`src/rtl/sc_spi_slave_engine_if.sv`:
```
// Word-level TX/RX handshake between the SPI target engine
// and its register block.
interface sc_spi_slave_engine_if;
  logic [31:0] TXDATA;
  logic        TXVALID;
  logic        TXREADY;
  logic [31:0] RXDATA;
  logic        RXVALID;

  modport master (
    output TXDATA, TXVALID,
    input  TXREADY, RXDATA, RXVALID
  );

  modport slave (
    input  TXDATA, TXVALID,
    output TXREADY, RXDATA, RXVALID
  );
endinterface

```
`src/rtl/sc_spi_slave_engine.sv`:
```
// SPI target engine: oversamples CSB/SCLK/MOSI in SYSCLK,
// drives MISO, exchanges words over a valid/ready bundle.
module sc_spi_slave_engine #(
  parameter int          SYNC_STAGES = 2,
  parameter logic [31:0] IDLE_TX     = 32'hFFFF_FFFF
) (
  input  logic                 SYSCLK,
  input  logic                 SYSRSTB,
  input  logic                 CPOL,
  input  logic                 CPHA,
  input  logic                 BORDER,
  input  logic [4:0]           DWIDTH,
  sc_spi_slave_engine_if.slave bus,
  output logic                 TXUNDERRUN,
  output logic                 ABORT,
  output logic                 SPIBUSY,
  input  logic                 CSB,
  input  logic                 SCLK,
  input  logic                 MOSI,
  output logic                 MISO,
  output logic                 MISO_OE
);

  typedef enum logic [1:0] {IDLE, LOAD, SHIFT} state_t;
  state_t state, state_n;

  logic [SYNC_STAGES:0] csb_q, sclk_q, mosi_q;
  logic        csb_s, csb_fall, mosi_s;
  logic        sclk_rise, sclk_fall, lead, trail;
  logic        cpol_l, cpha_l, border_l;
  logic [4:0]  dw_l;
  logic        hold_full;
  logic [31:0] hold, tx_word, sr, rx, rx_n, rxdata;
  logic [5:0]  cnt;
  logic        rxvalid;
  logic        samp, adv, last, wend, take, abort_c;

  function automatic logic [31:0] step(
    input logic [31:0] v, input logic lsb);
    return lsb ? (v >> 1) : (v << 1);
  endfunction

  function automatic logic pick(
    input logic [31:0] v, input logic lsb,
    input logic [4:0] dw);
    return lsb ? v[0] : v[dw];
  endfunction

  // CSB chain resets low so a CSB already low at reset
  // release does not look like a fresh selection.
  always_ff @(posedge SYSCLK or negedge SYSRSTB) begin
    if (!SYSRSTB) begin
      csb_q  <= '0;
      sclk_q <= '0;
      mosi_q <= '0;
    end else begin
      csb_q  <= {csb_q[SYNC_STAGES-1:0], CSB};
      sclk_q <= {sclk_q[SYNC_STAGES-1:0], SCLK};
      mosi_q <= {mosi_q[SYNC_STAGES-1:0], MOSI};
    end
  end

  assign csb_s     = csb_q[SYNC_STAGES-1];
  assign csb_fall  = ~csb_s & csb_q[SYNC_STAGES];
  assign sclk_rise = sclk_q[SYNC_STAGES-1] & ~sclk_q[SYNC_STAGES];
  assign sclk_fall = ~sclk_q[SYNC_STAGES-1] & sclk_q[SYNC_STAGES];
  assign mosi_s    = mosi_q[SYNC_STAGES];

  assign lead  = cpol_l ? sclk_fall : sclk_rise;
  assign trail = cpol_l ? sclk_rise : sclk_fall;

  // With CPHA=0 the trailing edge that closes a word arrives
  // after the next LOAD (cnt==0) and must not advance MISO.
  assign samp = (state == SHIFT) & (cpha_l ? trail : lead);
  assign adv  = (state == SHIFT) &
                (cpha_l ? lead : (trail & (cnt != 6'd0)));
  assign last = (cnt == {1'b0, dw_l});
  assign wend = samp & last;

  assign tx_word = hold_full ? hold : IDLE_TX;
  assign rx_n    = border_l
                 ? ((rx >> 1) | ({31'd0, mosi_s} << dw_l))
                 : {rx[30:0], mosi_s};

  always_ff @(posedge SYSCLK or negedge SYSRSTB) begin
    if (!SYSRSTB) state <= IDLE;
    else          state <= state_n;
  end

  always_comb begin
    state_n = state;
    take    = 1'b0;
    abort_c = 1'b0;
    unique case (state)
      IDLE:  if (csb_fall) state_n = LOAD;
      LOAD:  begin
        if (csb_s) state_n = IDLE;
        else begin
          state_n = SHIFT;
          take    = 1'b1;
        end
      end
      SHIFT: begin
        if (csb_s) begin
          state_n = IDLE;
          abort_c = ~wend & (samp | (cnt != 6'd0));
        end else if (wend) begin
          state_n = LOAD;
        end
      end
      default: state_n = IDLE;
    endcase
  end

  always_ff @(posedge SYSCLK or negedge SYSRSTB) begin
    if (!SYSRSTB) begin
      cpol_l     <= 1'b0;
      cpha_l     <= 1'b0;
      border_l   <= 1'b0;
      dw_l       <= '0;
      hold_full  <= 1'b0;
      hold       <= '0;
      sr         <= '0;
      rx         <= '0;
      cnt        <= '0;
      rxdata     <= '0;
      rxvalid    <= 1'b0;
      TXUNDERRUN <= 1'b0;
      ABORT      <= 1'b0;
      MISO       <= 1'b0;
    end else begin
      rxvalid    <= 1'b0;
      TXUNDERRUN <= 1'b0;
      ABORT      <= abort_c;
      if (state == IDLE && csb_fall) begin
        cpol_l   <= CPOL;
        cpha_l   <= CPHA;
        border_l <= BORDER;
        dw_l     <= DWIDTH;
      end
      if (take && hold_full) begin
        hold_full <= 1'b0;
      end else if (bus.TXVALID && !hold_full) begin
        hold      <= bus.TXDATA;
        hold_full <= 1'b1;
      end
      if (state == IDLE) MISO <= 1'b0;
      if (take) begin
        TXUNDERRUN <= ~hold_full;
        sr   <= cpha_l ? tx_word : step(tx_word, border_l);
        MISO <= pick(tx_word, border_l, dw_l);
        rx   <= '0;
        cnt  <= '0;
      end
      if (adv) begin
        MISO <= pick(sr, border_l, dw_l);
        sr   <= step(sr, border_l);
      end
      if (samp) begin
        rx  <= rx_n;
        cnt <= cnt + 6'd1;
        if (last) begin
          rxdata  <= rx_n;
          rxvalid <= 1'b1;
        end
      end
    end
  end

  assign bus.TXREADY = ~hold_full;
  assign bus.RXDATA  = rxdata;
  assign bus.RXVALID = rxvalid;
  assign SPIBUSY     = (state != IDLE);
  assign MISO_OE     = (state != IDLE);

endmodule

```
`src/flat_wrapper.sv`:
```
// flat-port wrapper written by rule: the top's interface ports become plain ports
module sc_spi_slave_engine_flat 
#(
  parameter int          SYNC_STAGES = 2,
  parameter logic [31:0] IDLE_TX     = 32'hFFFF_FFFF
)
  (SYSCLK, SYSRSTB, CPOL, CPHA, BORDER, DWIDTH, TXUNDERRUN, ABORT, SPIBUSY, CSB, SCLK, MOSI, MISO, MISO_OE, bus_TXDATA, bus_TXVALID, bus_TXREADY, bus_RXDATA, bus_RXVALID);
  sc_spi_slave_engine_if bus_i ();
  input  logic SYSCLK;
  input  logic SYSRSTB;
  input  logic CPOL;
  input  logic CPHA;
  input  logic BORDER;
  input  logic [4:0] DWIDTH;
  output logic TXUNDERRUN;
  output logic ABORT;
  output logic SPIBUSY;
  input  logic CSB;
  input  logic SCLK;
  input  logic MOSI;
  output logic MISO;
  output logic MISO_OE;
  input wire logic [$bits(bus_i.TXDATA)-1:0] bus_TXDATA;
  input wire logic [$bits(bus_i.TXVALID)-1:0] bus_TXVALID;
  output wire logic [$bits(bus_i.TXREADY)-1:0] bus_TXREADY;
  output wire logic [$bits(bus_i.RXDATA)-1:0] bus_RXDATA;
  output wire logic [$bits(bus_i.RXVALID)-1:0] bus_RXVALID;
  assign bus_i.TXDATA = bus_TXDATA;
  assign bus_i.TXVALID = bus_TXVALID;
  assign bus_TXREADY = bus_i.TXREADY;
  assign bus_RXDATA = bus_i.RXDATA;
  assign bus_RXVALID = bus_i.RXVALID;
  sc_spi_slave_engine #(.SYNC_STAGES(SYNC_STAGES), .IDLE_TX(IDLE_TX)) u_core (.SYSCLK(SYSCLK), .SYSRSTB(SYSRSTB), .CPOL(CPOL), .CPHA(CPHA), .BORDER(BORDER), .DWIDTH(DWIDTH), .bus(bus_i), .TXUNDERRUN(TXUNDERRUN), .ABORT(ABORT), .SPIBUSY(SPIBUSY), .CSB(CSB), .SCLK(SCLK), .MOSI(MOSI), .MISO(MISO), .MISO_OE(MISO_OE));
endmodule
```
`config.mk`:
```
export PLATFORM = sky130hd
export DESIGN_NAME = sc_spi_slave_engine_flat
export DESIGN_NICKNAME = d
export VERILOG_FILES = /design/src/rtl/sc_spi_slave_engine_if.sv /design/src/rtl/sc_spi_slave_engine.sv /design/src/flat_wrapper.sv
export SDC_FILE = /design/constraint.sdc
export NUM_CORES = 1
export LEC_CHECK = 0
export CAP_MARGIN = 20
export CORE_MARGIN = 2
export CORE_UTILIZATION = 35
export CTS_CLUSTER_DIAMETER = 100
export DETAILED_ROUTE_END_ITERATION = 6
export HOLD_SLACK_MARGIN = 0.03
export MAX_ROUTING_LAYER = met4
export PLACE_DENSITY_LB_ADDON = 0.25
export SLEW_MARGIN = 20
export SYNTH_ARGS = -nofsm -noshare
export SYNTH_HDL_FRONTEND = slang
export SYNTH_SLANG_ARGS = --single-unit
```
`constraint.sdc`:
```
create_clock -name SYSCLK -period 4.5 [get_ports SYSCLK]
set_clock_uncertainty 0.05 [all_clocks]
set_input_delay 1.125 -clock SYSCLK [delete_from_list [all_inputs] [get_ports SYSCLK]]
set_output_delay 1.125 -clock SYSCLK [all_outputs]
set_load 0.02 [all_outputs]
```
== Word-level counts from Yosys, hierarchy flattened ==
Cells that the tools add are included.
Storage, ports and cells
  word-level logic and storage cells: 94
  bits of input ports: 46
  latch bits: 0
  output and inout port bits: 39
  memories kept: 0
  flip-flop bits (word level): 158
  memory bits (read-only): 0
  memory bits (writable): 0
Operators by class
  equal/unequal tests: 5
  multipliers: 0
  shift-type cells: 1
  muxes and demuxes: 38
  add/sub/neg operators: 1
  magnitude comparators: 1
  div/mod/pow operators: 0
  bitwise gates (word level): 16
  reduce and logical (&&, ||, !) cells: 14
Operator list (number)
  2-to-1 mux 32 bit: 9
  OR 31 x 32 -> 32 bit: 1
  left shift 1 x 5 -> 32 bit: 1
  2-to-1 mux 1 bit: 20
  2-to-1 mux 6 bit: 2
  binary-select mux 1 bit (select 5 bit): 2
  AND 1 bit: 8
  2-to-1 mux 2 bit: 4
  nonzero test 2 bit: 4
  adder 6 x 1 -> 6 bit, second input constant: 1
  equality test 6 x 5 -> 1 bit: 1
  less-than comparator 5 x 6 -> 1 bit, second input constant: 1
  inverter 1 bit: 6
  case mux 2 bit (3 select lines): 1
  AND reduction 2 bit: 3
  nonzero test 6 bit: 1
  logical AND 1 bit: 3
  != test 3 x 1 -> 1 bit, second input constant: 1
  nonzero test 3 bit: 1
  equality test 2 x 1 -> 1 bit, second input constant: 1
  equality test 2 bit, second input constant: 1
  logical NOT 2 bit: 1
  != test 2 x 1 -> 1 bit, second input constant: 1
  logical NOT 1 bit: 1
  OR 1 bit: 1

== Longest topological paths before layout ==
Gate-level depths: netlist of the first run.
  depth in word-level cells: 10
  gate-level depth with buffers: 10
  mapped depth without buffers: 8

== Worst setup path before layout of the first run ==
No wires, ideal clock.
  path type: input -> register
  start point: input bus_TXVALID
  end point: register u_core.hold[10]
  library setup time: 125 ps
  slack: 2082 ps
  buffers on the path: 2
  data required time: 4325 ps
  stages: 4
  arrival: 2243 ps
  path through: nor2b_1 clkbuf_1 clkbuf_1 mux2_2
Between the ends
  word-level cells in the longest chain between the ends: 2
Ends and longest elaborated chain
  start, declared: RTL line flat_wrapper.sv:24  | input wire logic [$bits(bus_i.TXVALID)-1:0] bus_TXVALID;
  logical AND 1 bit: RTL line sc_spi_slave_engine.sv:143  | end else if (bus.TXVALID && !hold_full) begin
  AND reduction 2 bit (no line)
  end signal, assigned: RTL line sc_spi_slave_engine.sv:144  | hold <= bus.TXDATA;
  end, declared: RTL line sc_spi_slave_engine.sv:33  | logic [31:0] hold, tx_word, sr, rx, rx_n, rxdata;
No other way between the ends.
A chain may end at the register's enable or synchronous reset.

== Worst setup path in the final report of the first run ==
  start point: register u_core.hold_full
  end point: output bus_TXREADY
Between the ends
  word-level cells in the longest chain between the ends: 1
Ends and longest elaborated chain
  start, declared: RTL line sc_spi_slave_engine.sv:32  | logic hold_full;
  start signal, assigned: RTL line sc_spi_slave_engine.sv:121  | hold_full <= 1'b0;
  start signal, assigned: RTL line sc_spi_slave_engine.sv:142  | hold_full <= 1'b0;
  start signal, assigned: RTL line sc_spi_slave_engine.sv:145  | hold_full <= 1'b1;
  inverter 1 bit: RTL line sc_spi_slave_engine.sv:170  | assign bus.TXREADY = ~hold_full;
  end, declared: RTL line flat_wrapper.sv:25  | output wire logic [$bits(bus_i.TXREADY)-1:0] bus_TXREADY;
No other way between the ends.

==> summary.md, run 1 <==
| Metric | Value |
|---|---|
| Req. time, crit path | 3320 ps |
| Gate power share | 30.8% |
| Final Cycle Share | 71.3% |
| FP Rows | 56 |
| Drt first pass iters | 5 |
| Clock sink total | 158 |
| Dpl hpwl | 13200 um |
| Crit path time final | 3210 ps |
| Post-CTS Setup Bufs | 0 |
| Via count | 6371 |
| GPL Wtd Cong | 0.806 |
| Pre-CTS WS | 1460 ps |
| Horiz. Die Dim | 159 um |
| Maximum clock path buffer count | 2 |
| Initial core utilization | 35.6% |
| EDFF count, synth | 0 |
| Root buffer cell | clkbuf_16 |
| Final non-filler cell total | 1172 |
| Crit-path cells | buf_4, inv_1, clkdlybuf4s50_1 |
| Clk pin slew, worst setup/hold paths | 70 ps |
| Fmax | 312 MHz |
| Dominant synthesized flop cell | dfrtp_1 |
| Clk pwr share | 28.3% |
| Outcome | completed |
| Area Growth Syn to Fin | 20.2% |
| Placeable core region | 23500 um^2 |
| Fin worst setup slack | 1290 ps |
| Leakage power | 4.07 nW |
| Flop pwr share | 40.9% |
| Yosys warns | 0 |
| Crit path arrival time | 2030 ps |
| Placed Instances | 1141 |
| Net switching power | 1.82 mW |
| DR DRC count | 0 |
| Filler Cell Count | 2248 |
| Routed vias/inst | 5.44 |
| Max-Cap Viols | 0 |
| CP peak stage delay | 610 ps |
| Sw frac | 33.8% |
| Dpl cell area | 9440 um^2 |
| Avg Inst Size Synth | 10.5 um^2 |
| Mapped Area | 8360 um^2 |
| Unique masters post-synth | 54 |
| CTS buffer count | 17 |
| DRT iter0 DRCs | 492 |
| Nature of the critical path startpoint | register |
| Power Total | 5.40 mW |
| Routed WL per cell | 17.7 um |
| Setup_tns | 0 ps |
| Global route total overflow | 0 |
| Layout cell share with drive strength beyond 1 | 18.8% |
| Ant diodes | 0 |
| P per Cell Area | 537 nW/um^2 |
| Max-slew violations | 0 |
| RSZ-0062 raised after global routing | no |
| Seq/Total Area, Yosys | 47.3% |
| Utilization after layout | 42.8% |
| Largest cells by area after synthesis | dfrtp_1, mux2_2, mux2i_1 |
| GRT Util Overall | 17.8% |
| Leading area contributor after synthesis | dfrtp_1 |
| RR Startpoint | u_core.dw_l[2] |
| Die Area | 25100 um^2 |
| Top cell type's share of synthesized area | 47.3% |
| Gate Count Post-Synth | 794 |
| Setup CP Type | reg -> out |
| Resized Gates After CTS | 0 |
| Final Setup Violations | 0 |
| Pint | 3.57 mW |
| Rel. slew slack | 34.5% |
| Least-Margin Pin Slew | 981 ps |
| Vias in the first global route | 6178 |
| CP max stage cell | clkdlybuf4s50_1 |
| Clk_lat worst skew | 430 ps |
| Initial antenna violation count | 0 |
| Chip height | 159 um |
| Critical-path maximum fanout | 39 |
| Nets | 889 |
| Syn nets | 842 |
| Largest net degree at the start of global routing | 94 |
| Fin area | 10100 um^2 |
| I/O pins | 85 |
| Hold Startpoint | u_core.csb_q[0] |
| Crit path launch | u_core.hold_full |
| Hold WS | 312 ps |
| First-pass GRT wire length | 34200 um |
| Final antenna-violating net count | 0 |
| Post-synth ARST share | 100% |
| H-tree depth | 4 |
| CTS tree | built |
| Final hold vios | 0 |
| Critical path capture point type | output pin |
| Hold_buf cts | 0 |
| DRT Wirelength | 20700 um |
| Hold crit path type | reg -> reg |
| Maximum vdd drop | 287 uV |
| FF+latch count, synth | 158 |
| Port-buffer cells | 84 |
-- registers in the layout, indices dropped and copies added (netlist names) --
register,count
u_core.state,2
u_core.hold,32
u_core.dw_l,5
u_core.TXUNDERRUN,1
u_core.border_l,1
u_core.bus.RXVALID,1
u_core.sclk_q,3
u_core.mosi_q,3
u_core.hold_full,1
u_core.bus.RXDATA,32
u_core.cnt,6
u_core.sr,32
u_core.ABORT,1
u_core.MISO,1
u_core.cpha_l,1
u_core.csb_q,3
u_core.rx,32
u_core.cpol_l,1
-- cell families (layout without fill, tap and decap cells) --
| kind of cell | after synthesis | after routing | share of synthesized area [%] |
|---|---|---|---|
| adder cells (fa/ha/maj) | 2 | 2 | 0.299 |
| AND/OR/NAND/NOR | 175 | 175 | 10.2 |
| XOR/XNOR | 7 | 7 | 0.733 |
| flip-flops | 158 | 158 | 47.3 |
| buffers and inverters | 82 | 141 | 4.10 |
| multiplexers | 141 | 141 | 20.2 |
| AO/OA/AOI/OAI | 229 | 229 | 17.2 |
-- placed cells by master (no fill, tap or decap), types with 10 or more instances in the layout --
cell type	netlist	layout
clkdlybuf4s50_1	0	83
o21ai_1	19	19
nor2_1	30	29
a221oi_1	17	17
nand3_1	42	42
buf_4	1	14
mux2i_1	37	37
inv_1	10	10
o21ai_0	68	68
a21oi_1	69	69
dfrtp_1	158	156
nand2_1	49	49
clkbuf_16	0	17
and2_1	17	17
mux4_2	13	13
a221o_1	30	30
mux2_2	90	90
-- critical path: cells and delay by family (launching register included) --
kind / cells / cell delay (ps)
buf+inv: 3 / 1280
flops: 1 / 320
-- layout make-up --
class,count,area (um^2),share of cell area (%)
Clock buffer,17,425,4.23
Clock inverter,14,184,1.83
Inverter,11,41.3,0.411
Multi-Input combinational cell,554,4080,40.6
Sequential cell,158,3960,39.3
Tap cell,319,399,3.97
Timing Repair Buffer,99,967,9.62
-- routing by layer --
metal | GRT usage [%] | vias to the layer above | wire, um
li1 | - | 3044 | -
met1 | 24.3 | 3158 | 9880
met2 | 27.9 | 150 | 9720
met3 | 2.59 | 19 | 882
met4 | 4.72 | 0 | 209
met5 | - | - | 0
-- synthesized netlist by cell type, types with 2 or more instances --
cell type,number
a211oi_1,3
a21oi_1,69
a221o_1,30
a221oi_1,17
a32oi_1,2
and2_1,17
and3_1,3
buf_1,7
buf_2,6
buf_6,3
clkbuf_1,53
dfrtp_1,158
ha_1,2
inv_1,10
mux2_2,90
mux2i_1,37
mux4_2,13
nand2_1,49
nand2b_1,6
nand3_1,42
nand4_1,2
nor2_1,30
nor2b_1,4
nor3_1,6
nor3b_1,4
nor4_1,5
o211ai_1,6
o21ai_0,68
o21ai_1,19
o22ai_1,3
o311ai_0,2
xnor2_1,6
-- worst paths after layout --
check	depth (start not counted)	slack [ps]	end
min reg2reg	0	310	u_core.csb_q[1]
min	0	310	u_core.csb_q[1]
min in group asynchronous	1	730	u_core.bus.RXDATA[29]
max	3	1290	bus_TXREADY
max in group asynchronous	2	2810	u_core.sr[26]
max reg2reg	6	1610	u_core.MISO
-- power by group through the flow --
stage                     Sequential, mW  Clock (mW)  Combinational, mW
after floorplan                     2.02           0               1.37
after global placement              2.22           0               1.64
after detailed placement            2.22           0               1.66
after CTS                           2.20        1.55               1.68
after global routing                2.26        1.61               1.83
final                               2.20        1.53               1.66
Power figures use the tool's default switching activity.
==> run 2, diff against run 1 <==
==> constraint.sdc (replaced) <==
create_clock -name SYSCLK -period 2.65 [get_ports SYSCLK]
set_clock_uncertainty 0.05 [all_clocks]
set_input_delay 0.6625 -clock SYSCLK [delete_from_list [all_inputs] [get_ports SYSCLK]]
set_output_delay 0.6625 -clock SYSCLK [all_outputs]
set_load 0.02 [all_outputs]
==> summary.md, run 2 (synthesis results as in run 1) <==
| Metric | Value |
|---|---|
| Maximum vdd drop | 426 uV (+49%) |
| Clk pwr share | 27.2% (-1.1 points) |
| CTS buffer count | 17 (unchanged) |
| Routed vias/inst | 5.46 (+0.38%) |
| Setup_tns | 0 ps (unchanged) |
| DRT iter0 DRCs | 436 (-11%) |
| Chip height | 159 um (unchanged) |
| Die Area | 25100 um^2 (unchanged) |
| Gate power share | 32.4% (+1.6 points) |
| CP max stage cell | clkdlybuf4s50_1 |
| Critical path buffer and inverter count | 1 (-2) |
| Worst R2R Setup Slack | 260 ps (-1350 ps) |
| Critical path capture point type | output pin |
| Horiz. Die Dim | 159 um (unchanged) |
| Req. time, crit path | 1940 ps (-1380 ps) |
| DRT Wirelength | 21000 um (+1.5%) |
| RSZ-0062 raised after global routing | no |
| Rel. slew slack | 45.5% (+11 points) |
| Resized Gates After CTS | 0 (unchanged) |
| Crit path time final | 2540 ps |
| Power Total | 9.16 mW (+70%) |
| Commonest cells after routing, fill and taps aside | dfrtp_1, mux2_2, clkdlybuf4s50_1 |
| Final antenna-violating net count | 0 (unchanged) |
| Sw frac | 34.6% (+0.80 points) |
| Utilization after layout | 43.6% (+0.80 points) |
| Via count | 6510 (+2.2%) |
| Area Growth Syn to Fin | 22.5% |
| Top delay family on crit path | buffers and inverters |
| FP Rows | 56 (unchanged) |
| Hold WS | 140 ps (-172 ps) |
| Dpl hpwl | 14000 um (+5.7%) |
| Port-buffer cells | 84 (unchanged) |
| Outcome | completed |
| Fmax | 394 MHz |
| Post-CTS Setup Bufs | 0 (unchanged) |
| Filler Cell Count | 2243 (-0.22%) |
| Hold crit path type | in -> async |
| Hold_buf cts | 0 (unchanged) |
| Final hold vios | 0 (unchanged) |
| Clk_lat worst skew | 440 ps (about the same) |
| Initial antenna violation count | 0 (unchanged) |
| Routed WL per cell | 17.6 um (-0.33%) |
| Crit path arrival time | 1830 ps (-200 ps) |
| Setup CP Type | reg -> out |
| Least-Margin Pin Slew | 817 ps (-163 ps) |
| Critical-path maximum fanout | 5 (-87%) |
| Vias in the first global route | 6369 (+3.1%) |
| First-pass GRT wire length | 34600 um (+1.2%) |
| Flop pwr share | 40.4% (-0.5 points) |
| CTS tree | built |
| Crit-path cells | or2_2, clkdlybuf4s50_1 |
| Placeable core region | 23500 um^2 (unchanged) |
| Global route total overflow | 0 (unchanged) |
| Net switching power | 3.17 mW (+74%) |
| Max-slew violations | 0 (unchanged) |
| CP peak stage delay | 600 ps (about the same) |
| Clk pin slew, worst setup/hold paths | 70 ps (about the same) |
| Ant diodes | 0 (unchanged) |
| Final Cycle Share | 95.8% |
| I/O pins | 85 (unchanged) |
| Root buffer cell | clkbuf_16 |
| Drt first pass iters | 5 (unchanged) |
| GRT Util Overall | 18.1% (+0.28 points) |
| Pint | 6.00 mW (+68%) |
| Most common cell after layout, fill and taps aside | dfrtp_1 |
| Nets | 909 (+2.2%) |
| Layout cell share with drive strength beyond 1 | 20.7% (+2.0 points) |
| Maximum clock path buffer count | 2 (unchanged) |
| H-tree depth | 4 (unchanged) |
| GPL Wtd Cong | 0.815 (+1.0%) |
| P per Cell Area | 895 nW/um^2 (+67%) |
| Nature of the critical path startpoint | register |
| Largest net degree at the start of global routing | 92 (-2.1%) |
| Clock sink total | 158 (unchanged) |
| DR DRC count | 0 (unchanged) |
| Final Setup Violations | 0 (unchanged) |
| Initial core utilization | 35.6% (unchanged) |
| Leakage power | 4.18 nW (+2.8%) |
| Max-Cap Viols | 0 (unchanged) |
## run 2: changes by cell type in the layout (fill, tap and decap cells not counted)
cell	delta
buf_12	+5
clkinv_4	+2
clkbuf_8	+1
clkinv_2	-1
or4_2	+1
buf_4	+15
inv_8	+1
bufinv_16	-2
or4_4	-1
## run 2: worst paths after layout
check                                   endpoint  cells after the start             start
min in group SYSCLK             u_core.mosi_q[1]                      0  u_core.mosi_q[0]
worst max register to register       u_core.MISO                      6    u_core.dw_l[0]
worst min-delay path                u_core.ABORT                      1           SYSRSTB
max in group asynchronous          u_core.sr[18]                      2           SYSRSTB
worst min register to register  u_core.mosi_q[1]                      0  u_core.mosi_q[0]
worst max-delay path                     SPIBUSY                      2   u_core.state[1]
## run 2: power by group through the flow
stage | logic, mW | registers [mW] | clock network (mW)
floorplan | 2.33 | 3.43 | 0
global placement | 2.93 | 3.73 | 0
detailed placement | 2.97 | 3.74 | 0
CTS | 2.99 | 3.70 | 2.53
global route | 3.27 | 3.81 | 2.62
finish | 2.96 | 3.71 | 2.49
## run 2: metrics by stage
step	area, um^2	setup slack [ps]	cells
global route	10200	47.3	1193
finish	10200	112	1193
detailed placement	9660	242	1161
CTS	10200	88.2	1193
floorplan	8360	342	794
global placement	9660	298	1161
## run 2: layer usage
layer | vias up | track usage [%] | share of wire, %
met5 | - | - | 0
met4 | 0 | 4.68 | 1.4
met3 | 27 | 3.16 | 3.7
met2 | 138 | 27.7 | 47
met1 | 3252 | 25.0 | 48
li1 | 3093 | - | -
## run 2: cell type report
| class | count | area [um^2] | share of cell area, % |
|---|---|---|---|
| flip-flops and latches | 158 | 3960 | 38.6 |
| multi-input cells | 554 | 4080 | 39.8 |
| clock buffers | 18 | 439 | 4.29 |
| well taps | 319 | 399 | 3.90 |
| repair buffers | 119 | 1180 | 11.5 |
| inverters | 11 | 41.3 | 0.403 |
| clock inverters | 14 | 148 | 1.44 |
## run 2: worst register-to-register path: cells and delay by family, from the launching register on
family	cells	cell delay [ps]
AO/OA/AOI/OAI	3	430
flip-flops	1	670
multiplexers	2	860
AND/OR/NAND/NOR	1	250
==> run 3, diff against run 2 <==
--- a/config.mk
+++ b/config.mk
@@ -6,6 +6,7 @@
 export NUM_CORES = 1
 export LEC_CHECK = 0
 export CAP_MARGIN = 20
+export CORE_ASPECT_RATIO = 0.5
 export CORE_MARGIN = 2
 export CORE_UTILIZATION = 35
 export CTS_CLUSTER_DIAMETER = 100
==> summary.md, run 3 (synthesis results as in run 1) <==
| Metric | Value |
|---|---|
| GRT Util Overall | 17.5% (-0.54 points) |
| Crit path time final | 2490 ps (-44.4 ps) |
| I/O pins | 85 (unchanged) |
| Vias in the first global route | 6332 (-0.58%) |
| Routed vias/inst | 5.53 (+1.3%) |
| Setup CP Type | reg -> out |
| CP max stage cell | clkdlybuf4s50_1 |
| Post-CTS Setup Bufs | 0 (unchanged) |
| Commonest cells after routing, fill and taps aside | dfrtp_1, mux2_2, clkdlybuf4s50_1 |
| Drt first pass iters | 5 (unchanged) |
| First-pass GRT wire length | 34300 um (-1.0%) |
| Clock sink total | 158 (unchanged) |
| Hold crit path type | in -> async |
| Placeable core region | 23100 um^2 (-1.5%) |
| Initial antenna violation count | 0 (unchanged) |
| GPL Wtd Cong | 0.800 (-1.8%) |
| Worst R2R Setup Slack | 260 ps (about the same) |
| Port-buffer cells | 84 (unchanged) |
| Nets | 903 (-0.66%) |
| Clk pwr share | 27.5% (+0.3 points) |
| Rel. slew slack | 47.6% (+2.1 points) |
| Flop pwr share | 40.6% (+0.2 points) |
| Pint | 6.06 mW (+1.1%) |
| Net switching power | 3.09 mW (-2.4%) |
| Horiz. Die Dim | 223 um (+40%) |
| Resized Gates After CTS | 0 (unchanged) |
| DRT Wirelength | 20700 um (-1.4%) |
| Final Setup Violations | 0 (unchanged) |
| Initial core utilization | 36.2% (+0.53 points) |
| Critical path capture point type | output pin |
| Final hold vios | 0 (unchanged) |
| Sw frac | 33.8% (-0.81 points) |
| Final Cycle Share | 94.1% (-1.7 points) |
| DR DRC count | 0 (unchanged) |
| Die Area | 25200 um^2 (+0.30%) |
| DRT iter0 DRCs | 621 (+42%) |
| Clk_lat worst skew | 440 ps (about the same) |
| Routed WL per cell | 17.6 um (+0.15%) |
| P per Cell Area | 897 nW/um^2 (+0.26%) |
| Setup_tns | 0 ps (unchanged) |
| Global route total overflow | 0 (unchanged) |
| Dpl hpwl | 14000 um (+0.63%) |
| Layout cell share with drive strength beyond 1 | 20.2% (-0.55 points) |
| CTS tree | built |
| Max-slew violations | 0 (unchanged) |
| Hold_buf cts | 0 (unchanged) |
| Maximum vdd drop | 396 uV (-7.0%) |
| Leakage power | 4.16 nW (-0.56%) |
| FP Rows | 39 (-30%) |
| Outcome | completed |
| Req. time, crit path | 1940 ps (about the same) |
| Largest net degree at the start of global routing | 92 (unchanged) |
| Filler Cell Count | 2174 (-3.1%) |
| Via count | 6492 (-0.28%) |
| Nature of the critical path startpoint | register |
| H-tree depth | 4 (unchanged) |
| Area Growth Syn to Fin | 22.0% |
| CTS buffer count | 17 (unchanged) |
| CP peak stage delay | 560 ps (-40 ps) |
| Gate power share | 31.9% (-0.5 points) |
| Chip height | 113 um (-29%) |
| Crit path arrival time | 1780 ps (-50 ps) |
| Max-Cap Viols | 0 (unchanged) |
| Most common cell after layout, fill and taps aside | dfrtp_1 |
| Root buffer cell | clkbuf_16 |
| Reg2reg path depth | 7 (+1) |
| RR Startpoint | u_core.cpol_l |
| R2R Path End | u_core.state[1] |
| Ant diodes | 0 (unchanged) |
| Utilization after layout | 44.1% (+0.48 points) |
| Maximum clock path buffer count | 2 (unchanged) |
| Least-Margin Pin Slew | 787 ps (-30.8 ps) |
| RSZ-0062 raised after global routing | no |
| Clk pin slew, worst setup/hold paths | 70 ps (about the same) |
| Fmax | 401 MHz (+1.8%) |
| Final antenna-violating net count | 0 (unchanged) |
| Crit-path cells | or2_2, clkdlybuf4s50_1 |
| Critical-path maximum fanout | 5 (unchanged) |
-- run 3: per-layer routing --
layer | global-route usage, % | wire length [um]
met4 | 5.77 | 308
met3 | 3.35 | 792
met1 | 23.6 | 10200
met2 | 26.8 | 9450
met5 | - | 0
-- run 3: per-stage QoR --
stage                     cell area (um^2)  hold WS [ps]  cells  worst slack (ps)  total power [mW]
after floorplan                       8360           281    794               342              5.76
after global placement                9610           284   1143               305              6.60
after detailed placement              9610           285   1143               271              6.67
after CTS                            10200           156   1175               133              9.20
after global routing                 10200           179   1175              88.4              9.69
final                                10200           142   1175               157              9.16
-- run 3: worst max path at each step --
stage                         start                     to  slack, ps  depth (start not counted)
global route          u_core.cpol_l        u_core.state[1]         90                          7
finish              u_core.state[1]                MISO_OE        160                          2
global placement      u_core.cpol_l        u_core.state[1]        300                          7
CTS                 u_core.state[1]                MISO_OE        130                          2
floorplan             u_core.cpol_l  u_core.bus.RXDATA[14]        340                          9
detailed placement    u_core.cpol_l        u_core.state[1]        270                          7
-- run 3: critical path, delay by kind of cell (launching register included) --
kind                   cells  cell delay, ps
buffers and inverters      1             560
flip-flops                 1             410
AND/OR/NAND/NOR            1             370
-- run 3: final cells by class --
type                            count  area (um^2)  area share, %
Clock buffer                       18          439           4.30
Clock inverter                     14          158           1.54
Inverter                           11         41.3          0.405
Multi-Input combinational cell    554         4080           40.0
Sequential cell                   158         3960           38.8
Tap cell                          307          384           3.76
Timing Repair Buffer              113         1150           11.2
-- run 3: power by group through the flow --
stage | registers (mW) | logic (mW) | clock network [mW]
2_1_floorplan | 3.43 | 2.33 | 0
3_3_place_gp | 3.74 | 2.86 | 0
3_5_place_dp | 3.75 | 2.92 | 0
6_report | 3.72 | 2.92 | 2.52
4_1_cts | 3.71 | 2.93 | 2.56
5_1_grt | 3.81 | 3.20 | 2.67
